**src/rtl/multiplier_pkg.sv**
```systemverilog
// Shared width helpers, mode encoding and parameter legality checks for the SIMD MAC pipeline.
// Pure constants/functions; no logic, no latency, no flow control.
package multiplier_pkg;

  localparam logic MODE_FULL = 1'b0;
  localparam logic MODE_HALF = 1'b1;

  localparam int LATENCY_MIN = 2;
  localparam int LATENCY_MAX = 6;

  function automatic int lane_w(input int h, input int g);
    return 2 * h + g;
  endfunction

  function automatic int acc_w(input int h, input int g);
    return 4 * h + 2 * g;
  endfunction

  function automatic bit latency_ok(input int lat);
    return (lat >= LATENCY_MIN) && (lat <= LATENCY_MAX);
  endfunction

endpackage

```
**src/rtl/multiplier_simd_acc_pipe_if.sv**
```systemverilog
// Operand/control bus into the SIMD MAC and accumulator result out of it.
// Valid-only: the consumer never stalls the producer.
interface multiplier_simd_acc_pipe_if #(
  parameter int A_W = 18,
  parameter int B_W = 18,
  parameter int C_W = 44
);
  logic           in_valid;
  logic [A_W-1:0] A;
  logic [B_W-1:0] B;
  logic           A_sign;
  logic           B_sign;
  logic           HALF_0;
  logic           acc_en;
  logic           out_valid;
  logic [C_W-1:0] C;

  modport master (
    output in_valid, A, B, A_sign, B_sign, HALF_0, acc_en,
    input  out_valid, C
  );

  modport slave (
    input  in_valid, A, B, A_sign, B_sign, HALF_0, acc_en,
    output out_valid, C
  );
endinterface

```
**src/rtl/mult_chop_pp.sv**
```systemverilog
// Signed (H+1)x(H+1) partial product; each H-bit chop is extended by msb & sign.
// Combinational, no handshake.
module mult_chop_pp #(
  parameter int H = 9
) (
  input  logic [H-1:0]        a,
  input  logic [H-1:0]        b,
  input  logic                a_sign,
  input  logic                b_sign,
  output logic signed [2*H+1:0] p
);
  logic signed [H:0] a_x;
  logic signed [H:0] b_x;

  assign a_x = {a[H-1] & a_sign, a};
  assign b_x = {b[H-1] & b_sign, b};
  assign p   = a_x * b_x;
endmodule

```
**src/rtl/multiplier_simd_acc_pipe.sv**
```systemverilog
// Precision-configurable MAC: one full-width or two half-width lane products, loaded or accumulated into C.
// in_valid -> out_valid in LATENCY cycles, one op per cycle, no backpressure.
module multiplier_simd_acc_pipe
  import multiplier_pkg::*;
#(
  parameter int A_chop_size = 18,
  parameter int B_chop_size = 18,
  parameter int ACC_GUARD   = 4,
  parameter int LATENCY     = 3
) (
  input logic clk,
  input logic reset,
  multiplier_simd_acc_pipe_if.slave bus
);
  localparam int H    = A_chop_size / 2;
  localparam int G    = ACC_GUARD;
  localparam int LW   = lane_w(H, G);
  localparam int CW   = acc_w(H, G);
  localparam int PPW  = 2 * H + 2;
  localparam int NRET = LATENCY - 2;

  // Lane extension needs room for the full (H+1)x(H+1) product.
  if (!latency_ok(LATENCY) || (A_chop_size != B_chop_size) ||
      (A_chop_size % 2 != 0) || (ACC_GUARD < 2)) begin : g_param_err
    $error("multiplier_simd_acc_pipe: illegal parameter set");
  end

  typedef struct packed {
    logic           vld;
    logic           half;
    logic           acc;
    logic [PPW-1:0] ll;
    logic [PPW-1:0] lh;
    logic [PPW-1:0] hl;
    logic [PPW-1:0] hh;
  } pp_stage_t;

  logic           s1_vld;
  logic [2*H-1:0] s1_a;
  logic [2*H-1:0] s1_b;
  logic           s1_as;
  logic           s1_bs;
  logic           s1_half;
  logic           s1_acc;

  always_ff @(posedge clk or posedge reset) begin
    if (reset) begin
      s1_vld  <= 1'b0;
      s1_a    <= '0;
      s1_b    <= '0;
      s1_as   <= 1'b0;
      s1_bs   <= 1'b0;
      s1_half <= MODE_FULL;
      s1_acc  <= 1'b0;
    end else begin
      s1_vld  <= bus.in_valid;
      s1_a    <= bus.A;
      s1_b    <= bus.B;
      s1_as   <= bus.A_sign;
      s1_bs   <= bus.B_sign;
      s1_half <= bus.HALF_0;
      s1_acc  <= bus.acc_en;
    end
  end

  // Lower chops are unsigned in full mode but carry the lane-0 signs in half mode.
  logic signed [PPW-1:0] pp_ll, pp_lh, pp_hl, pp_hh;

  mult_chop_pp #(.H(H)) u_pp_ll (
    .a(s1_a[H-1:0]), .b(s1_b[H-1:0]),
    .a_sign(s1_half & s1_as), .b_sign(s1_half & s1_bs), .p(pp_ll)
  );
  mult_chop_pp #(.H(H)) u_pp_lh (
    .a(s1_a[H-1:0]), .b(s1_b[2*H-1:H]),
    .a_sign(1'b0), .b_sign(s1_bs), .p(pp_lh)
  );
  mult_chop_pp #(.H(H)) u_pp_hl (
    .a(s1_a[2*H-1:H]), .b(s1_b[H-1:0]),
    .a_sign(s1_as), .b_sign(1'b0), .p(pp_hl)
  );
  mult_chop_pp #(.H(H)) u_pp_hh (
    .a(s1_a[2*H-1:H]), .b(s1_b[2*H-1:H]),
    .a_sign(s1_as), .b_sign(s1_bs), .p(pp_hh)
  );

  pp_stage_t st_in;
  pp_stage_t st_out;

  always_comb begin
    st_in      = '0;
    st_in.vld  = s1_vld;
    st_in.half = s1_half;
    st_in.acc  = s1_acc;
    st_in.ll   = pp_ll;
    st_in.hh   = pp_hh;
    st_in.lh   = s1_half ? '0 : pp_lh;
    st_in.hl   = s1_half ? '0 : pp_hl;
  end

  if (NRET == 0) begin : g_no_retime
    assign st_out = st_in;
  end else begin : g_retime
    pp_stage_t pipe [NRET];

    always_ff @(posedge clk or posedge reset) begin
      if (reset) begin
        for (int i = 0; i < NRET; i++) pipe[i] <= '0;
      end else begin
        pipe[0] <= st_in;
        for (int i = 1; i < NRET; i++) pipe[i] <= pipe[i-1];
      end
    end

    assign st_out = pipe[NRET-1];
  end

  logic [CW-1:0] c_q;
  logic          c_mode;
  logic          ov_q;
  logic [CW-1:0] ll_x, lh_x, hl_x, hh_x, full_p;
  logic [LW-1:0] lane0_p, lane1_p, lane0_n, lane1_n;
  logic [CW-1:0] c_nxt;
  logic          do_acc;

  always_comb begin
    ll_x    = CW'($signed(st_out.ll));
    lh_x    = CW'($signed(st_out.lh));
    hl_x    = CW'($signed(st_out.hl));
    hh_x    = CW'($signed(st_out.hh));
    full_p  = (hh_x << (2 * H)) + (lh_x << H) + (hl_x << H) + ll_x;
    lane0_p = LW'($signed(st_out.ll));
    lane1_p = LW'($signed(st_out.hh));
    // Accumulating onto a C formed in the other mode is meaningless, so it reloads instead.
    do_acc  = st_out.acc && (st_out.half == c_mode);
    lane0_n = do_acc ? c_q[LW-1:0] + lane0_p : lane0_p;
    lane1_n = do_acc ? c_q[CW-1:LW] + lane1_p : lane1_p;
    if (st_out.half == MODE_HALF) begin
      c_nxt = {lane1_n, lane0_n};
    end else begin
      c_nxt = do_acc ? c_q + full_p : full_p;
    end
  end

  always_ff @(posedge clk or posedge reset) begin
    if (reset) begin
      c_q    <= '0;
      c_mode <= MODE_FULL;
      ov_q   <= 1'b0;
    end else begin
      ov_q <= st_out.vld;
      if (st_out.vld) begin
        c_q    <= c_nxt;
        c_mode <= st_out.half;
      end
    end
  end

  assign bus.out_valid = ov_q;
  assign bus.C         = c_q;
endmodule
```
**src/flat_wrapper.sv**
```systemverilog
// flat-port wrapper written by rule: the top's interface ports become plain ports
module multiplier_simd_acc_pipe_flat import multiplier_pkg::*;
#(
  parameter int A_chop_size = 18,
  parameter int B_chop_size = 18,
  parameter int ACC_GUARD   = 4,
  parameter int LATENCY     = 3
)
  (clk, reset, bus_in_valid, bus_A, bus_B, bus_A_sign, bus_B_sign, bus_HALF_0, bus_acc_en, bus_out_valid, bus_C);
  multiplier_simd_acc_pipe_if bus_i ();
  input logic clk;
  input logic reset;
  input wire logic [$bits(bus_i.in_valid)-1:0] bus_in_valid;
  input wire logic [$bits(bus_i.A)-1:0] bus_A;
  input wire logic [$bits(bus_i.B)-1:0] bus_B;
  input wire logic [$bits(bus_i.A_sign)-1:0] bus_A_sign;
  input wire logic [$bits(bus_i.B_sign)-1:0] bus_B_sign;
  input wire logic [$bits(bus_i.HALF_0)-1:0] bus_HALF_0;
  input wire logic [$bits(bus_i.acc_en)-1:0] bus_acc_en;
  output wire logic [$bits(bus_i.out_valid)-1:0] bus_out_valid;
  output wire logic [$bits(bus_i.C)-1:0] bus_C;
  assign bus_i.in_valid = bus_in_valid;
  assign bus_i.A = bus_A;
  assign bus_i.B = bus_B;
  assign bus_i.A_sign = bus_A_sign;
  assign bus_i.B_sign = bus_B_sign;
  assign bus_i.HALF_0 = bus_HALF_0;
  assign bus_i.acc_en = bus_acc_en;
  assign bus_out_valid = bus_i.out_valid;
  assign bus_C = bus_i.C;
  multiplier_simd_acc_pipe #(.A_chop_size(A_chop_size), .B_chop_size(B_chop_size), .ACC_GUARD(ACC_GUARD), .LATENCY(LATENCY)) u_core (.clk(clk), .reset(reset), .bus(bus_i));
endmodule
```
**config.mk**
```make
export PLATFORM = sky130hd
export DESIGN_NAME = multiplier_simd_acc_pipe_flat
export DESIGN_NICKNAME = d
export VERILOG_FILES = /design/src/rtl/multiplier_pkg.sv /design/src/rtl/multiplier_simd_acc_pipe_if.sv /design/src/rtl/mult_chop_pp.sv /design/src/rtl/multiplier_simd_acc_pipe.sv /design/src/flat_wrapper.sv
export SDC_FILE = /design/constraint.sdc
export NUM_CORES = 2
export LEC_CHECK = 0
export ABC_CLOCK_PERIOD_IN_PS = 14150
export BUFFER_PORTS_ARGS = -buffer_cell sky130_fd_sc_hd__buf_2
export CAP_MARGIN = 10
export CORE_UTILIZATION = 60
export DETAILED_ROUTE_END_ITERATION = 12
export PLACE_DENSITY = 0.77
export SLEW_MARGIN = 20
export SYNTH_ARGS = -nofsm -noshare
export SYNTH_HDL_FRONTEND = slang
export SYNTH_SLANG_ARGS = --single-unit
```
**constraint.sdc**
```tcl
create_clock -name clk -period 14.15 [get_ports clk]
set_input_delay 0.7075 -clock clk [delete_from_list [all_inputs] [get_ports clk]]
set_output_delay 0.7075 -clock clk [all_outputs]
set_load 0.02 [all_outputs]
```
# Word-level counts from Yosys, hierarchy flattened
# Index checks and enable logic that the tools add are counted.
[totals]
memories = 0
out_inout_bits = 45
latch_bits = 0
rom_bits = 0
word_cells = 41
mem_bits_rw = 0
input_bits = 43
reg_bits = 170
[classes]
mux = 6
shifts = 0
n_eq_ne = 1
multipliers = 4
bitwise_logic = 6
add_sub_neg = 6
order_cmp = 0
n_reduce_logical = 1
div = 0
[op_table]
columns = ["cell", "n"]
rows = [
  ["44-bit adder", 3],
  ["44-bit 2-to-1 mux", 2],
  ["10-bit by 10-bit multiplier with 20-bit output", 4],
  ["22-bit adder", 2],
  ["22-bit 2-to-1 mux", 2],
  ["20-bit 2-to-1 mux", 2],
  ["38-bit by 29-bit adder with 39-bit output", 1],
  ["1-bit AND", 6],
  ["1-bit equality test", 1],
  ["1-bit logical AND", 1],
]

# Depth between registers and ports, before layout
[depth]
word_depth = 6
depth_mapped = 34
depth_no_buf = 33

# By module
# Synthesis repeated with hierarchy kept, for this count alone.
[hier_totals]
cells_unflattened = 3253
area_unflattened_um2 = 28890.2
[modules_own_cells]
columns = ["mod", "instances", "area_per_inst_um2", "cells_each", "seq_area_each_um2"]
rows = [
  ["multiplier_simd_acc_pipe", 1, 12721.0, 1366, 4254.1],
  ["mult_chop_pp (u_core.u_pp_hl)", 1, 4055.1, 473, 0.0],
  ["mult_chop_pp (u_core.u_pp_lh)", 1, 4047.6, 473, 0.0],
  ["mult_chop_pp (u_core.u_pp_hh)", 1, 4041.4, 472, 0.0],
  ["mult_chop_pp (u_core.u_pp_ll)", 1, 4025.1, 469, 0.0],
]

# Least setup slack after synthesis
# OpenSTA, ideal clock, no wires.
[synth_timing]
path_kind = "reg2reg"
from = "register u_core.g_retime.pipe[1] (netlist name)"
to = "register u_core.c_q[43], in the netlist u_core.bus.C[43]"
arrival_time_ps = 5968
period_less_slack_ps = 6095
required_ps = 14023
path_stages_with_launch = 34
slack_ps = 8055
path_buffers = 2
setup_time_ps = 127
cell_sequence = "dfrtp_1 ha_1 a21o_1 a21oi_1 nand2b_1 a21oi_1 o41a_1 a41oi_1 nand2b_1 a21oi_1 xor2_1 fa_1 inv_1 ha_1 clkbuf_1 a21oi_1 o21ai_0 nand2_1 o21ai_1 a41o_1 a21oi_1 xnor2_1 ha_1 clkbuf_1 a21o_1 a21o_1 a21oi_1 o21ai_0 a21oi_1 o221ai_1 o21a_1 nor3_1 xnor2_1 o21ai_1"
[synth_between]
elab_chain_len = 6
elab_cells_between_ends = 8
cone_classes = "5 x add/sub; 3 x mux"
[synth_rtl]
columns = ["item", "line", "rtl"]
rows = [
  ["start: declaration", "multiplier_simd_acc_pipe.sv:103", "pp_stage_t pipe [NRET];"],
  ["38-bit by 29-bit adder with 39-bit output", "multiplier_simd_acc_pipe.sv:130", "full_p = (hh_x << (2 * H)) + (lh_x << H) + (hl_x << H) + ll_x;"],
  ["44-bit adder (2 in series)", "multiplier_simd_acc_pipe.sv:130", ""],
  ["44-bit adder", "multiplier_simd_acc_pipe.sv:140", "c_nxt = do_acc ? c_q + full_p : full_p;"],
  ["44-bit 2-to-1 mux", "multiplier_simd_acc_pipe.sv:140", ""],
  ["44-bit 2-to-1 mux *", "multiplier_simd_acc_pipe.sv:137", "if (st_out.half == MODE_HALF) begin"],
  ["end signal: assignment", "multiplier_simd_acc_pipe.sv:152", "c_q <= c_nxt;"],
  ["end: declaration", "multiplier_simd_acc_pipe.sv:117", "logic [CW-1:0] c_q;"],
]
# Every way passes the cells marked *; elsewhere a longest branch is shown, timed or not.
# A chain may end at the register's enable or synchronous reset.

# Worst setup path in the final report
[layout_timing]
from = "register u_core.g_retime.pipe[0] (netlist name)"
to = "register u_core.c_q[43], in the netlist u_core.bus.C[43]"
# Same word-level chain as after synthesis.

==> flow_summary_export.csv <==
group,metric,value,unit
worst_setup_path,r2r_setup_slack,7360,ps
timing,hold_viol,0,
worst_setup_path,path_max_fanout,6,
clock_network,path_clk_slew,80,ps
global_routing,grt_use_total,31.0,%
clock_network,cts.sinks,170,
finish,final_cells,3629,
placed_design,place_hpwl,53000,um
finish,most-common-layout-cells,"inv_1 (443), fa_1 (351), ha_1 (338)",
die,die_h,215,um
timing,max-slew-margin-rel,30.3,%
finish,area_growth,5.28,%
worst_setup_path,start_kind,"register",
min_path,min-delay-path-class,"primary input to asynchronous set/reset pin",
die,coreArea,44500,um^2
timing,worstMarginPinSlew,1040,ps
worst_setup_path,reg2reg_from,"u_core.g_retime.pipe[0]",
timing,finalSetupViolCount,0,
worst_setup_path,arrival,7170,ps
timing,grt_setup_unrepaired,"no",
worst_setup_path,end_kind,"register",
finish,fillCellCount,3647,
timing,period_minus_slack,6790,ps
timing,drv_slew,0,
global_routing,grt_max_degree,68,
worst_setup_path,cp-startpoint,"u_core.g_retime.pipe[0]",
clock_network,cts_buffers,17,
worst_setup_path,cp.depth,32,
global_routing,antenna_found_initial,0,
logic_synthesis,synth_cell_types,84,
worst_setup_path,crit_buf_inv,2,
clock_network,cts_resized,0,
die,die_w,215,um
detailed_routing,finalWirelength,68300,um
logic_synthesis,synth_nets,3749,
detailed_routing,antenna_left,0,
timing,final.setup.tns,0,ps
die,row_count,77,
global_routing,grt_pass1_wl,115000,um
detailed_routing,drtIter0Drc,1696,
die,ioPinCount,88,
logic_synthesis,synthArstFlopShare,100,%
placed_design,io_buffers,87,
finish,final_common_cell,"inv_1",
timing,period_share,48.0,%
logic_synthesis,synth-edff-count,0,
timing,whs,223,ps
clock_network,cts-root-buf,"clkbuf_16",
detailed_routing,first_pass_iters,7,
detailed_routing,num_vias,21400,
timing,skew,22.7,ps
worst_setup_path,critPathCapture,"u_core.bus.C[43]",
logic_synthesis,synth_top_area_cell,"fa_1",
clock_network,clockBufferDepth,2,
job,maxCapViolations,0,
status,outcome,"completed",
placed_design,globalplace.congestion,0.937,
logic_synthesis,netlist_top_cells_area,"fa_1 (26%), dfrtp_1 (16%), ha_1 (15%), inv_1 (6.1%), and2_1 (4.5%)",
clock_network,post-cts-setup-buffers,0,
worst_setup_path,critPathRequiredTime,14530,ps
clock_network,clkLatencyLatePin,510,ps
logic_synthesis,synth_seq_cells,170,
die,start_util,61.4,%
clock_network,htreeDepth,4,
finish,layout.nets,3757,
detailed_routing,viasPerCell,5.90,
worst_setup_path,reg2regPathDepth,32,
global_routing,grt-ovfl-total,0,
clock_network,cts_tree,"done",
logic_synthesis,ys_seq_area_share,15.6,%
finish,layout-drive-gt1-share,6.13,%
die,dieArea,46400,um^2
clock_network,postCtsHoldBufs,0,
logic_synthesis,avgSynthCellArea,9.05,um^2
worst_setup_path,worstSetupPathType,"register to register",
detailed_routing,wl_per_cell,18.8,um
logic_synthesis,synth_top_area_share,25.7,%
detailed_routing,drc,0,
worst_setup_path,r2r-end,"u_core.bus.C[43]",
logic_synthesis,yosysWarnings,0,
logic_synthesis,synth_area,27300,um^2
logic_synthesis,ys.flop_type,"dfrtp_1",
logic_synthesis,syn_inst,3017,
worst_setup_path,critPathTopFamily,"compound AO/OA/AOI/OAI gates",
worst_setup_path,crit_slowest_cell,"fa_1",
timing,fmax,147,MHz
worst_setup_path,cpMostUsedCell,"a21oi_1",
placed_design,place_inst,3598,
global_routing,grt_pass1_vias,22600,
worst_setup_path,cpPeakStageDelay,480,ps
==> registers in the layout, summed over array words and instances (netlist names) <==
signal and cells:
u_core.g_retime.pipe 83, u_core.c_mode 1, u_core.s1_as 1, u_core.s1_vld 1
u_core.s1_acc 1, u_core.s1_bs 1, u_core.s1_a 18, u_core.s1_b 18
u_core.bus.C 44, u_core.s1_half 1, u_core.bus.out_valid 1
==> logic make-up (layout without fill, tap and decap cells) <==
family / after synthesis / count (layout) / synth area share (%)
buffers and inverters: 558 / 577 / 7.68
adder cells (fa/ha/maj): 689 / 689 / 41.2
other: 0 / 1 / 0
AO/OA/AOI/OAI: 545 / 545 / 13.1
AND/OR/NAND/NOR: 847 / 847 / 15.4
XOR/XNOR: 187 / 187 / 6.00
multiplexers: 21 / 21 / 1.06
flip-flops: 170 / 170 / 15.6
==> layout make-up <==
class | count | area (um^2) | share of cell area, %
diodes | 1 | 2.50 | 0.00870
clock buffers | 18 | 429 | 1.49
clock inverters | 12 | 141 | 0.492
inverters | 445 | 1680 | 5.83
multi-input cells | 2289 | 21000 | 72.9
flip-flops and latches | 170 | 4250 | 14.8
well taps | 592 | 741 | 2.58
repair buffers | 102 | 548 | 1.91
==> per-layer routing <==
metal | GRT usage, % | vias up | share of wire (%)
met5 | 0 | - | 0
met4 | 9.53 | 0 | 2.2
met3 | 5.04 | 114 | 7.6
met2 | 50.5 | 792 | 47
met1 | 42.6 | 10600 | 44
li1 | - | 9939 | -
==> worst min-delay path by stage <==
stage	to	slack, ps	cells after the start
final	u_core.bus.C[6]	220	2
after CTS	u_core.bus.C[6]	210	2
after detailed placement	u_core.g_retime.pipe[80]	340	0
after global routing	u_core.bus.C[6]	250	2
after floorplan	u_core.g_retime.pipe[80]	330	0
after global placement	u_core.g_retime.pipe[80]	340	0
==> metrics by stage <==
step / cell area (um^2) / worst slack (ps) / utilization (%)
after detailed placement: 28200 / 7450 / 63.3
final: 28700 / 7360 / 64.6
after global routing: 28700 / 6870 / 64.6
after CTS: 28700 / 7420 / 64.6
after floorplan: 27300 / 8060 / -
after global placement: 28200 / 7600 / 63.3
==> synth_stat cells, types with 4 or more instances <==
cell type,instances
nor3_1,39
a221oi_1,9
and3_1,33
inv_1,444
o22ai_1,11
nand3_1,44
o21ai_0,65
xnor2_1,116
dfrtp_1,170
a211o_1,6
a31oi_1,12
ha_1,338
o21bai_1,27
o41ai_1,6
a41oi_1,8
a21boi_0,4
a41o_1,5
a21o_1,68
buf_1,5
a21oi_1,170
nand3b_1,5
o31ai_1,12
mux2_2,5
and2_1,195
fa_1,351
nand2b_1,20
and4_1,4
o21a_1,15
a211oi_1,16
or2_2,27
nor3b_1,5
o2111ai_1,5
nand2_1,278
xor2_1,71
nand4_1,12
clkbuf_1,105
nor2b_1,21
o211ai_1,22
o21ai_1,29
a22oi_1,5
mux4_2,5
mux2i_1,9
or3_1,13
nor2_1,140
Power is not shown: default switching activity piles up to over one toggle a cycle in this logic, so the estimate is an artifact.
